`src/rtl/store_narrow_rmw.sv`:
```
// Narrow store unit: byte/half stores by read-modify-write into a word-only memory.
// Optional LAST_WORD_CACHE_EN keeps the last written word to skip the read on a hit.
module store_narrow_rmw #(
  parameter int ADDR_W     = 32,
  parameter int MEM_RD_LAT = 1
) (
  input  logic              clk,
  input  logic              reset,
  input  logic              st_valid,
  output logic              st_ready,
  input  logic [ADDR_W-1:0] st_addr,
  input  logic [31:0]       st_data,
  input  logic [1:0]        st_size,
  output logic              st_done,
  output logic              st_err,
  output logic [ADDR_W-3:0] mem_addr,
  output logic              mem_rd_en,
  input  logic [31:0]       mem_rdata,
  output logic              mem_wr_en,
  output logic [31:0]       mem_wdata
);

  generate
    if (MEM_RD_LAT != 1) begin : g_lat_chk
      $error("store_narrow_rmw: only MEM_RD_LAT=1 is supported");
    end
  endgenerate

  typedef enum logic [1:0] {IDLE, READ, MERGE, WRITE} state_t;

  state_t            state, state_nx;
  logic [ADDR_W-1:0] addr_q;
  logic [15:0]       data_q;
  logic [1:0]        size_q;
  logic              accept, align_ok, good, narrow, hit;
  logic [31:0]       merge_src, merged;

  assign accept = st_valid && st_ready;
  assign good   = accept && align_ok;
  assign narrow = ~st_size[1];

  always_comb begin
    align_ok = 1'b0;
    unique case (st_size)
      2'b00:   align_ok = 1'b1;
      2'b01:   align_ok = ~st_addr[0];
      2'b10:   align_ok = (st_addr[1:0] == 2'b00);
      default: align_ok = 1'b0;
    endcase
  end

`ifdef LAST_WORD_CACHE_EN
  logic              c_valid, hit_q;
  logic [ADDR_W-3:0] c_addr;
  logic [31:0]       c_data;

  assign hit       = c_valid && (c_addr == st_addr[ADDR_W-1:2]);
  assign merge_src = hit_q ? c_data : mem_rdata;

  always_ff @(posedge clk or posedge reset) begin
    if (reset) begin
      c_valid <= 1'b0;
      c_addr  <= '0;
      c_data  <= '0;
      hit_q   <= 1'b0;
    end else begin
      if (state == IDLE && good)
        hit_q <= narrow && hit;
      if (state == WRITE) begin
        c_valid <= 1'b1;
        c_addr  <= addr_q[ADDR_W-1:2];
        c_data  <= mem_wdata;
      end
    end
  end
`else
  assign hit       = 1'b0;
  assign merge_src = mem_rdata;
`endif

  // Replace only the addressed lane of the fetched word
  always_comb begin
    merged = merge_src;
    if (size_q == 2'b01) begin
      if (addr_q[1]) merged[31:16] = data_q;
      else           merged[15:0]  = data_q;
    end else begin
      unique case (addr_q[1:0])
        2'b00: merged[7:0]   = data_q[7:0];
        2'b01: merged[15:8]  = data_q[7:0];
        2'b10: merged[23:16] = data_q[7:0];
        2'b11: merged[31:24] = data_q[7:0];
      endcase
    end
  end

  always_comb begin
    state_nx  = state;
    st_ready  = 1'b0;
    mem_rd_en = 1'b0;
    mem_wr_en = 1'b0;
    st_done   = 1'b0;
    unique case (state)
      IDLE: begin
        st_ready = 1'b1;
        if (good)
          state_nx = narrow ? (hit ? MERGE : READ) : WRITE;
      end
      READ: begin
        mem_rd_en = 1'b1;
        state_nx  = MERGE;
      end
      MERGE: state_nx = WRITE;
      WRITE: begin
        mem_wr_en = 1'b1;
        st_done   = 1'b1;
        state_nx  = IDLE;
      end
    endcase
  end

  assign mem_addr = addr_q[ADDR_W-1:2];

  always_ff @(posedge clk or posedge reset) begin
    if (reset) begin
      state     <= IDLE;
      addr_q    <= '0;
      data_q    <= '0;
      size_q    <= '0;
      mem_wdata <= '0;
      st_err    <= 1'b0;
    end else begin
      state  <= state_nx;
      st_err <= accept && !align_ok;
      if (good) begin
        addr_q <= st_addr;
        data_q <= st_data[15:0];
        size_q <= st_size;
        if (!narrow)
          mem_wdata <= st_data;
      end
      if (state == MERGE)
        mem_wdata <= merged;
    end
  end

endmodule

```
`config.mk`:
```
export PLATFORM = sky130hd
export DESIGN_NAME = store_narrow_rmw
export DESIGN_NICKNAME = d
export VERILOG_FILES = /design/src/rtl/store_narrow_rmw.sv
export SDC_FILE = /design/constraint.sdc
export NUM_CORES = 1
export LEC_CHECK = 0
export BUFFER_PORTS_ARGS = -buffer_cell sky130_fd_sc_hd__buf_4
export CORE_AREA = 5 5 106 108
export DETAILED_ROUTE_END_ITERATION = 10
export DIE_AREA = 0 0 111 113
export PLACE_DENSITY = 0.76
export SYNTH_ARGS = -nofsm -noshare
export SYNTH_HDL_FRONTEND = slang
export SYNTH_SLANG_ARGS = --single-unit
```
`constraint.sdc`:
```
create_clock -name clk -period 2.65 [get_ports clk]
set_input_delay 0.265 -clock clk [delete_from_list [all_inputs] [get_ports clk]]
set_output_delay 0.265 -clock clk [all_outputs]
set_load 0.005 [all_outputs]
```
# Word-level counts from Yosys, hierarchy flattened
# Cells that the tools add are included.
# op_classes
addsub	0
mul	0
div	0
n_lt_le_gt_ge	0
eq_ne	10
n_shift	0
mux	17
bitwise	1
reduce_logical	11
# op_table
operator	n
2-to-1 mux 32 bit	4
2-to-1 mux 16 bit	2
2-to-1 mux 8 bit	4
== test 2 bit (second input constant)	5
== test 2 x 1 -> 1 bit (second input constant)	4
zero test 2 bit	4
one-hot mux 2 bit (4 select lines)	1
2-to-1 mux 2 bit	2
nonzero test 2 bit	2
logical AND 1 bit	3
2-to-1 mux 1 bit	3
one-hot mux 1 bit (3 select lines)	1
!= test 2 bit (second input constant)	1
AND reduction 2 bit	1
zero test 1 bit	1
NOT 1 bit	1
# totals
register_bits	85
latch_bits	0
ram_bits	0
romBits	0
out_inout_bits	67
memories	0

# Depth between registers and ports, before layout
# depth
ltp_word	6
mapped_depth	8

# Worst setup path after synthesis
# OpenSTA, ideal clock, no wires.
# synth_path
path_kind	reg2reg
from	reg state[0]
to	reg mem_wdata[0]
arrival_time_ns	1.489
required_time_ns	2.501
setup_slack_ns	1.012
stages_incl_launch_ff	7
n_path_buf	3
path_cell_list	dfrtp_1 inv_1 ha_1 buf_2 buf_2 buf_1 a22oi_2
# synth_via
elab_chain_cells	6
elab_cells_between_ends	9
# synth_rtl
item	line_no	source
start, declared	31	state_t state, state_nx;
start signal, assigned	133	state <= state_nx;
zero test 2 bit	103	unique case (state)
2-to-1 mux 1 bit	103	
logical AND 1 bit	38	assign accept = st_valid && st_ready;
logical AND 1 bit	39	assign good = accept && align_ok;
nonzero test 2 bit (no source line)	n/a	
AND reduction 2 bit (no source line)	n/a	
end signal, assigned	140	mem_wdata <= st_data;
end signal, assigned	143	mem_wdata <= merged;
end, declared	20	output logic [31:0] mem_wdata
# Several ways; a longest one is shown, not always the timed one.
# A chain may end at the register's enable or synchronous reset.

# Worst setup path after layout
# layout_path
from	reg state[0]
to	reg mem_wdata[26]
# Same word-level chain as after synthesis.

==> flow_summary.yaml <==
worst_setup_path:
  r2r_slack_ns: 0.65
  cp_cell_sequence: "inv_1, ha_2, nand2b_1, a21boi_2, o22ai_1, a31oi_1"
  r2r_cells: 6
  slowest_stage: "a21boi_2"
  criticalPathCategory: "reg -> reg"
  crit_path_start_kind: "flop"
  cpPeakStageDelay_ns: 0.47
  cp-end-kind: "flop"
  critPathRequiredTime_ns: 2.94
  reg2reg_to: "mem_wdata[26]"
  rr_startpoint: "state[0]"
  arrival_ns: 2.29
  crit_fanout: 14
synth:
  synthTopCellsByArea: "dfrtp_1 48%, mux2_4 16%, buf_4 5.5%"
  async_flop_share: 1.00
  synth-seq-cells: 85
  yosysUniqueCellTypes: 33
  synth_edf_count: 0
  syn_area_per_cell_sq_um: 12.2
  seq_area_frac_synth: 0.476
  synth_area_leader_cell: "dfrtp_1"
  netlist_instances: 365
  ys.flop_type: "dfrtp_1"
  syn_nets: 471
  synth_common_cells: "85 x dfrtp_1, 47 x mux2_4, 45 x a21oi_1"
  yosys_warnings: 0
  synth.most_common_cell: "dfrtp_1"
  synth_area_sq_um: 4460
  netlist.area_leader.share: 0.476
die:
  die_x_um: 111
  die_height_um: 113
  num_io_pins: 168
  row_count: 37
  fp.dieArea_sq_um: 12500
  start_util: 0.440
  core_region_area_sq_um: 10100
global_routing:
  track_usage: 0.197
  grt_pass1_vias: 3542
  grt_max_degree: 40
  antenna_found_initial: 0
  grt_pass1_wl_um: 19500
  grt-ovfl-total: 0
pwr:
  powerDensity_nw_per_um2: 1180
  power.internal_uw: 4450
  irDropWorstVdd_mv: 0.530
  pwr-share-comb: 0.492
  p_sw_frac: 0.353
  sequentialPowerShare: 0.356
  p_leak_uw: 0.00297
  p_sw_uw: 2430
  power_frac_clock: 0.152
place:
  place_ws_ns: 0.659
  hpwl_um: 9150
  globalplace.congestion: 0.831
  numPortBuffers: 167
worst_hold_path:
  min_from: "st_addr[2]"
  min_to: "addr_q[2]"
  holdPathStages: 2
  min_path_type: "in -> reg"
route:
  drtIter0Drc: 162
  ant_nets: 0
  drcViolationCount: 0
  wirelength_um: 12500
  wl_per_cell_um: 19.5
  firstDrtPassIters: 4
  num_vias: 3314
  vias_per_cell: 5.17
timing:
  final_hold_viol_count: 0
  rsz0062_at_grt: "false"
  finalSetupViolCount: 0
  setup_slack_ns: 0.646
  slew_headroom: 0.520
  fin_tns_setup_ns: 0
  worstMarginPinSlew_ns: 0.720
  finalCritPeriodShare: 0.756
  skew_ns: 0.00817
  period_needed_ns: 2.00
  fmax_mhz: 499
  slew_violations: 0
cts:
  post_cts_buffers: 0
  htree_num_levels: 3
  clk_pin_slew_worst_paths_ns: 0.10
  clockBufferDepth: 2
  cts.sinks: 85
  clkLatencyLatePin_ns: 0.37
  cts-root-buf: "clkbuf_8"
  cts_tree: "done"
  cts_buffers: 9
flow_run:
  drv_cap: 0
layout:
  nNetsFinal: 606
  synthToLayoutAreaGrowth_pct: 30.3
  seqCellArea_sq_um: 2130
  multi_input_area_sq_um: 1940
  fillers: 860
  drive_gt1_frac: 0.529
  n_antenna_cell: 0
outcome:
  status: "completed"
[metal layers]
| metal | GRT usage | wire length (um) | part of all wire |
|---|---|---|---|
| met2 | 0.342 | 6340 | 0.51 |
| met5 | 0 | 0 | 0 |
| met3 | 0.0449 | 863 | 0.069 |
| met1 | 0.247 | 5160 | 0.41 |
| met4 | 0.0567 | 118 | 0.0095 |
[through the flow]
stage               total power [uW]  std cells  instance area (sq um)   util  hold slack (ns)
floorplan                       4760        365                   4460      -            0.414
global placement                5730        624                   5580  0.551            0.357
detailed placement              5860        624                   5580  0.551            0.373
CTS                             6950        641                   5820  0.574            0.107
global route                    7330        641                   5820  0.574            0.109
finish                          6880        641                   5820  0.574            0.119
[critical path, delay by kind of cell (launching register included)]
family          cells  cell delay (ns)
compound gates      3             0.80
flops               1             0.39
buf+inv             1             0.10
fa+ha+maj           1             0.31
simple gates        1             0.33
[how the worst max path moves through the flow]
stage	from	to	slack [ns]	cells past startpoint
CTS	state[0]	mem_wdata[26]	0.63	6
finish	state[0]	mem_wdata[26]	0.65	6
global route	state[0]	mem_wdata[26]	0.53	6
global placement	state[0]	mem_wdata[28]	0.66	6
floorplan	reset	addr_q[0]	0.19	1
detailed placement	state[0]	mem_wdata[28]	0.66	6
[cell families after synthesis]
family | share of synthesized area
AO/OA/AOI/OAI | 0.134
adder cells (fa/ha/maj) | 0.0140
buffers and inverters | 0.0914
flip-flops | 0.476
multiplexers | 0.221
AND/OR/NAND/NOR | 0.0631
[registers in the layout (all words and copies together) (netlist names)]
signal,count
addr_q,32
mem_wdata,32
data_q,16
size_q,2
state,2
st_err,1
[repair_timing]
item                      in CTS  in global routing
resized for setup              0                  0
hold endpoints to repair      31                  0
hold buffers                   1                  0
[cell type report]
type / count / area share
Clock buffer: 9 / 0.0213
Timing Repair Buffer: 177 / 0.231
Inverter: 4 / 0.00280
Sequential cell: 85 / 0.366
Tap cell: 136 / 0.0293
Multi-Input combinational cell: 223 / 0.333
Clock inverter: 7 / 0.0168
[power by group through the flow]
stage	Clock (uW)	Sequential, uW	Combinational, uW
after detailed placement	0	2480	3390
after global placement	0	2440	3290
final	1050	2450	3390
after floorplan	0	2320	2440
after CTS	1070	2450	3430
after global routing	1120	2530	3680
[cells in the final DEF, fill, tap and decap left out, types with 2 or more instances in the layout]
cell / count
nor2_1: 2
nor4b_1: 2
a21oi_1: 45
a22oi_1: 6
buf_4: 175
or2b_1: 2
a21boi_2: 2
bufinv_16: 2
dfrtp_1: 85
mux2i_1: 19
and2_1: 2
o22ai_1: 16
mux2_2: 8
inv_6: 2
a22oi_2: 10
a31oi_1: 2
clkinv_2: 2
clkinvlp_4: 2
a21o_1: 3
inv_1: 3
mux2_4: 47
clkbuf_8: 9
ha_1: 4
nand2b_1: 7
nand2_1: 36
Note: power is estimated with default switching activity, not from simulation.
